==> config.mk <==
export PLATFORM = sky130hd
export DESIGN_NAME = div_8bits
export DESIGN_NICKNAME = d
export VERILOG_FILES = /design/src/rtl/div_8bits.sv
export SDC_FILE = /design/constraint.sdc
export NUM_CORES = 1
export LEC_CHECK = 0
export BUFFER_PORTS_ARGS = -buffer_cell sky130_fd_sc_hd__buf_2
export CAP_MARGIN = 20
export CORE_MARGIN = 2
export CORE_UTILIZATION = 50
export CTS_CLUSTER_SIZE = 30
export DETAILED_ROUTE_END_ITERATION = 10
export HOLD_SLACK_MARGIN = 0.1
export PLACE_DENSITY_LB_ADDON = 0.08
export SYNTH_ARGS = -nofsm -noshare
export SYNTH_HDL_FRONTEND = slang
export SYNTH_SLANG_ARGS = --single-unit
==> constraint.sdc <==
create_clock -name clk -period 3.3 [get_ports clk]
set_clock_uncertainty 0.15 [all_clocks]
set_input_delay 0.33 -clock clk [delete_from_list [all_inputs] [get_ports clk]]
set_output_delay 0.33 -clock clk [all_outputs]
set_load 0.01 [all_outputs]
==> src/rtl/div_8bits.sv <==
// rtl/div_8bits.sv - 8-bit unsigned restoring divider built around the sub_8bits trial-subtraction stage
// One trial subtraction per cycle: s[8] is the borrow, s[7:0] the candidate partial remainder.

module sub_8bits (
  input  logic [7:0] a,
  input  logic [7:0] b,
  output logic [8:0] s
);
  assign s = {1'b0, a} - {1'b0, b};
endmodule

module div_8bits (
  input  logic       clk,
  input  logic       rst,
  input  logic       start,
  input  logic [7:0] dividend,
  input  logic [7:0] divisor,
  output logic [7:0] quotient,
  output logic [7:0] remainder,
  output logic       busy,
  output logic       done,
  output logic       div_by_zero
);

  typedef enum logic [1:0] {
    ST_IDLE = 2'd0,
    ST_RUN  = 2'd1,
    ST_DONE = 2'd2
  } state_t;

  state_t      state_q, state_d;
  logic [7:0]  q_q, q_d;
  logic [7:0]  r_q, r_d;
  logic [7:0]  d_q, d_d;
  logic [2:0]  cnt_q, cnt_d;
  logic [7:0]  quotient_q, quotient_d;
  logic [7:0]  remainder_q, remainder_d;
  logic        dbz_q, dbz_d;

  logic [7:0]  trial;
  logic        msb;
  logic [8:0]  sub_s;
  logic        take;
  logic [7:0]  r_next;
  logic [7:0]  q_next;

  assign trial = {r_q[6:0], q_q[7]};
  assign msb   = r_q[7];

  sub_8bits u_sub (
    .a (trial),
    .b (d_q),
    .s (sub_s)
  );

  // A set msb means the shifted remainder is >= 256 > D, so the wrapped difference is exact.
  assign take   = msb | ~sub_s[8];
  assign r_next = take ? sub_s[7:0] : trial;
  assign q_next = {q_q[6:0], take};

  always_comb begin
    state_d     = state_q;
    q_d         = q_q;
    r_d         = r_q;
    d_d         = d_q;
    cnt_d       = cnt_q;
    quotient_d  = quotient_q;
    remainder_d = remainder_q;
    dbz_d       = dbz_q;

    case (state_q)
      ST_IDLE, ST_DONE: begin
        if (state_q == ST_DONE) begin
          state_d = ST_IDLE;
        end
        if (start) begin
          if (divisor == 8'd0) begin
            state_d     = ST_DONE;
            quotient_d  = 8'hFF;
            remainder_d = dividend;
            dbz_d       = 1'b1;
          end else begin
            state_d = ST_RUN;
            q_d     = dividend;
            r_d     = 8'd0;
            d_d     = divisor;
            cnt_d   = 3'd0;
            dbz_d   = 1'b0;
          end
        end
      end
      ST_RUN: begin
        r_d   = r_next;
        q_d   = q_next;
        cnt_d = cnt_q + 3'd1;
        if (cnt_q == 3'd7) begin
          state_d     = ST_DONE;
          quotient_d  = q_next;
          remainder_d = r_next;
        end
      end
      default: begin
        state_d = ST_IDLE;
      end
    endcase
  end

  always_ff @(posedge clk) begin
    if (rst) begin
      state_q     <= ST_IDLE;
      q_q         <= 8'd0;
      r_q         <= 8'd0;
      d_q         <= 8'd0;
      cnt_q       <= 3'd0;
      quotient_q  <= 8'd0;
      remainder_q <= 8'd0;
      dbz_q       <= 1'b0;
    end else begin
      state_q     <= state_d;
      q_q         <= q_d;
      r_q         <= r_d;
      d_q         <= d_d;
      cnt_q       <= cnt_d;
      quotient_q  <= quotient_d;
      remainder_q <= remainder_d;
      dbz_q       <= dbz_d;
    end
  end

  assign quotient    = quotient_q;
  assign remainder   = remainder_q;
  assign div_by_zero = dbz_q;
  assign busy        = (state_q == ST_RUN);
  assign done        = (state_q == ST_DONE);

endmodule
==> results.md <==
- The number of different library cells in the post-synthesis netlist is 37.
- Along the worst path, the maximum fanout reaches 7.
- Measured along the x axis, the die boundary spans 70.7 um.
- The routing layer with the top usage in global route is met2.
- The number of max-capacitance violations reported is 0.
- The worst slew margin relative to its limit is between 40% and 50%.
- The family of cells with the greatest summed delay on the critical path is compound AO/OA/AOI/OAI gates.
- The total number of vias is between 1,500 and 2,000.
- The count of pins over their slew limit came to 0.
- The number of antenna violations at the first check in global routing is 0.
- The floorplan has 24 rows.
- The endpoint arrival time on the critical path is approximately 2.5 ns.
- Walking the worst path, the cells encountered are inv_1, ha_1, inv_1, fa_1, a211oi_2, o211ai_2, a21oi_4, a22oi_1, a211oi_1.
- After detailed routing, the average wire length per cell comes to about 14 um.
- 38 I/O pins were placed.
- The core region is between 0.004 and 0.005 sq mm.
- The run finished with clean final reports.
- The first global-routing pass estimated between 8000 and 9000 um of wire.
- The later pin in the worst-skew pair is clocked with a latency of roughly 0.31 ns.
- By area the synthesized netlist is led by dfxtp_1 (41%), nand2_1 (7.4%), nor2_1 (6.9%), ha_1 (5.6%), a211oi_1 (4.7%).
- The count of input and output buffers is 37.
- The setup TNS is 0 ns.
- The cell occurring most often along the worst timing path is inv_1.
- The post-synth net total is about 310.
- The buffers plus inverters on the worst setup path is 2.
- The via density per instance is 5.52.
- Setup repair after global routing left no endpoint under its margin.
- For the pin with the worst max-slew slack, the measured transition is slightly above 0.8 ns.
- The met1 layer usage reported by global route is roughly 30%.
- The number of synthesized register bits is between 40 and 50.
- Subtracting the final worst setup slack from the clock period gives 2.44 ns.
- The floorplan step set the die height to around 70 um.
- The root buffer selected by CTS is clkbuf_8.
- The worst setup path is captured at a register.
- The worst hold path class is input pin to register.
- The synthesized area per cell is between 8 and 9 sq um.
- Once layout is complete, the utilization of the core stands at around three fifths.
- The CTS tree is done.
- The biggest area contributor in the post-synthesis netlist is dfxtp_1.
- At the worst endpoint, the required time is between 3 and 4 ns.
- The hold buffer count at cts is 0.
- Buffers added to address setup during post-CTS repair amount to 0.
- The static leakage is 1.06 nW.
- The number of buffers on the longest clock path is 2.
- VDD sags by at most 0.000250 V.
- The largest individual stage delay along the critical path comes from the cell fa_1.
- The number of H-tree levels is 2.
- After detailed routing, the total wire length is 5210 um.
- The post-layout net count is between 300 and 400.
- The highest achievable clock rate is between 400 and 500 MHz.
- The tightest hold margin is between 0.1 and 0.15 ns.
- The worst setup path is launched from a register.
- Clock-pin slew was measured on the worst setup and hold paths at 0.09 ns.
- The count of TritonRoute iterations in the first routing pass is 4.
- The number of hold violations in the final report is 0.
- Setup violations remaining at the end of the flow were counted as 0.
- For this configuration, the core starts out at a cell density of between 50% and 60%.
- The global placer's final weighted congestion is roughly 0.80.
- The number of nets with antenna violations after routing is 0.
- During synthesis, Yosys emitted a total of 0 warnings.
- The met2 demand-to-capacity share in global routing is between 30% and 40%.
- For this run, the total global-route usage over all layers was measured as 22.1%.
- The post-CTS resize count is 0.
- For this run, global-route usage on met3 was measured as 4.84%.
- The DRC violation count after routing is 0.
- The clock drives 46 sinks.
- The die covers about 0.0050 sq mm.
- Dividing the final minimum period by the clock period gives between 70% and 80%.
- Summed over all layers, the global routing overflow is 0.
- Once detailed placement completed, the half-perimeter wirelength came to between 3000 and 4000 um.
- From synthesis to final layout, the design area changed by 14.0%.
- Dividing total power by cell area gives a power density of 495 mW/mm^2.
- Of the post-synthesis cell area, the dominant cell type holds slightly above 40%.
- The type of the setup path with the least slack is register to register.
- The synthesized instance count is around 280.
- The number of global-route vias before repair is ~1,900.
- The fraction of the yosys area taken by sequential cells is slightly above 40%.
- In the final layout, the share of cells above drive strength 1 is approximately 18%.
- The largest single stage delay on the critical path is around 0.41 ns.
- The largest net degree at the start of global routing is 47.
- For this block, the initial DRC count from the detailed router was 134.
- 0 antenna diodes ended up in the layout.
- The post-synth design cell area is 0.00223 sq mm.
- The number of CTS-inserted buffers is 5.
## stage by stage
stage	std cells	cell area [sq um]	total power, W	setup slack [ns]
after floorplan	276	2230	0.000827	1.04
after CTS	362	2540	0.00126	0.862
final	362	2540	0.00125	0.861
after global routing	362	2540	0.00132	0.703
after global placement	354	2440	0.000893	0.954
after detailed placement	354	2440	0.000894	0.904
## final timing paths
path,depth (start not counted),end,slack (ns),start
max,9,remainder[3],0.86,q_q[7]
min,3,d_q[6],0.12,divisor[6]
max reg2reg,9,remainder[3],0.86,q_q[7]
min reg2reg,2,d_q[5],0.31,d_q[5]
## cell families (layout without fill, tap and decap cells)
family / count (synthesis) / after routing / share of synthesized area [%]
DFF: 46 / 46 / 41.4
and+or+nand+nor: 120 / 120 / 23.5
adders and majority gates: 11 / 11 / 6.52
AOI/OAI and AO/OA: 71 / 71 / 22.9
xor gates and xnor gates: 3 / 3 / 1.18
buffers and inverters: 25 / 59 / 4.55
## where the power goes
| part | total [W] | internal, W | leakage, nW | switching [W] |
|---|---|---|---|---|
| Combinational | 0.000276 | 0.000107 | 0.640 | 0.000169 |
| Clock | 0.000371 | 0.000173 | 0.0489 | 0.000197 |
| Sequential | 0.000608 | 0.000585 | 0.375 | 0.0000234 |
| Total | 0.00125 | 0.000865 | 1.06 | 0.000390 |
## synthesized netlist by cell type (all sizes together)
cell type	count
o311a	1
and2	1
nand2	45
nand2b	4
dfxtp	46
a31oi	2
xor2	3
fa	1
nor4	2
clkbuf	7
o311ai	1
a21boi	1
clkinv	1
a311oi	9
and3	2
a21oi	18
ha	10
a22oi	5
o21ai	11
o211ai	3
nor3	16
a2bb2oi	2
nand3	6
a21bo	1
inv	9
a21o	1
nor2b	2
nor2	41
buf	8
a211oi	16
or3	1
## worst register-to-register path, delay by kind of cell, from the launching register on
family                     cells  cell delay [ns]
DFF                            1             0.33
buffers and inverters          2             0.11
adders and majority gates      2             0.55
AOI/OAI and AO/OA              5             1.20
## flip-flops by register name, indices dropped and copies added (netlist names)
register,cells
cnt_q,3
q_q,8
state_q,2
div_by_zero,1
quotient,8
d_q,8
r_q,8
remainder,8
## placed cells by master (no fill, tap or decap), types with 6 or more instances in the layout
master	count
nand2_1	44
o21ai_0	11
a21oi_1	17
dfxtp_1	46
ha_1	10
nor2_1	41
inv_1	9
a311oi_1	9
buf_2	37
nand3_1	6
a211oi_1	14
clkbuf_8	6
nor3_1	16
## area by class of cell
| type | count | area, sq um |
|---|---|---|
| fillers | 427 | 1790 |
| flip-flops and latches | 46 | 921 |
| clock inverters | 1 | 8.76 |
| multi-input cells | 205 | 1200 |
| inverters | 10 | 37.5 |
| repair buffers | 41 | 215 |
| clock buffers | 7 | 86.3 |
| well taps | 52 | 65.1 |
## per-layer routing
metal / share of wire, % / up-vias / wire length (um)
li1: - / 1038 / -
met1: 50 / 901 / 2620
met2: 44 / 52 / 2280
met3: 4.5 / 7 / 232
met4: 1.5 / 0 / 79
met5: 0 / - / 0
Power figures use the tool's default switching activity.
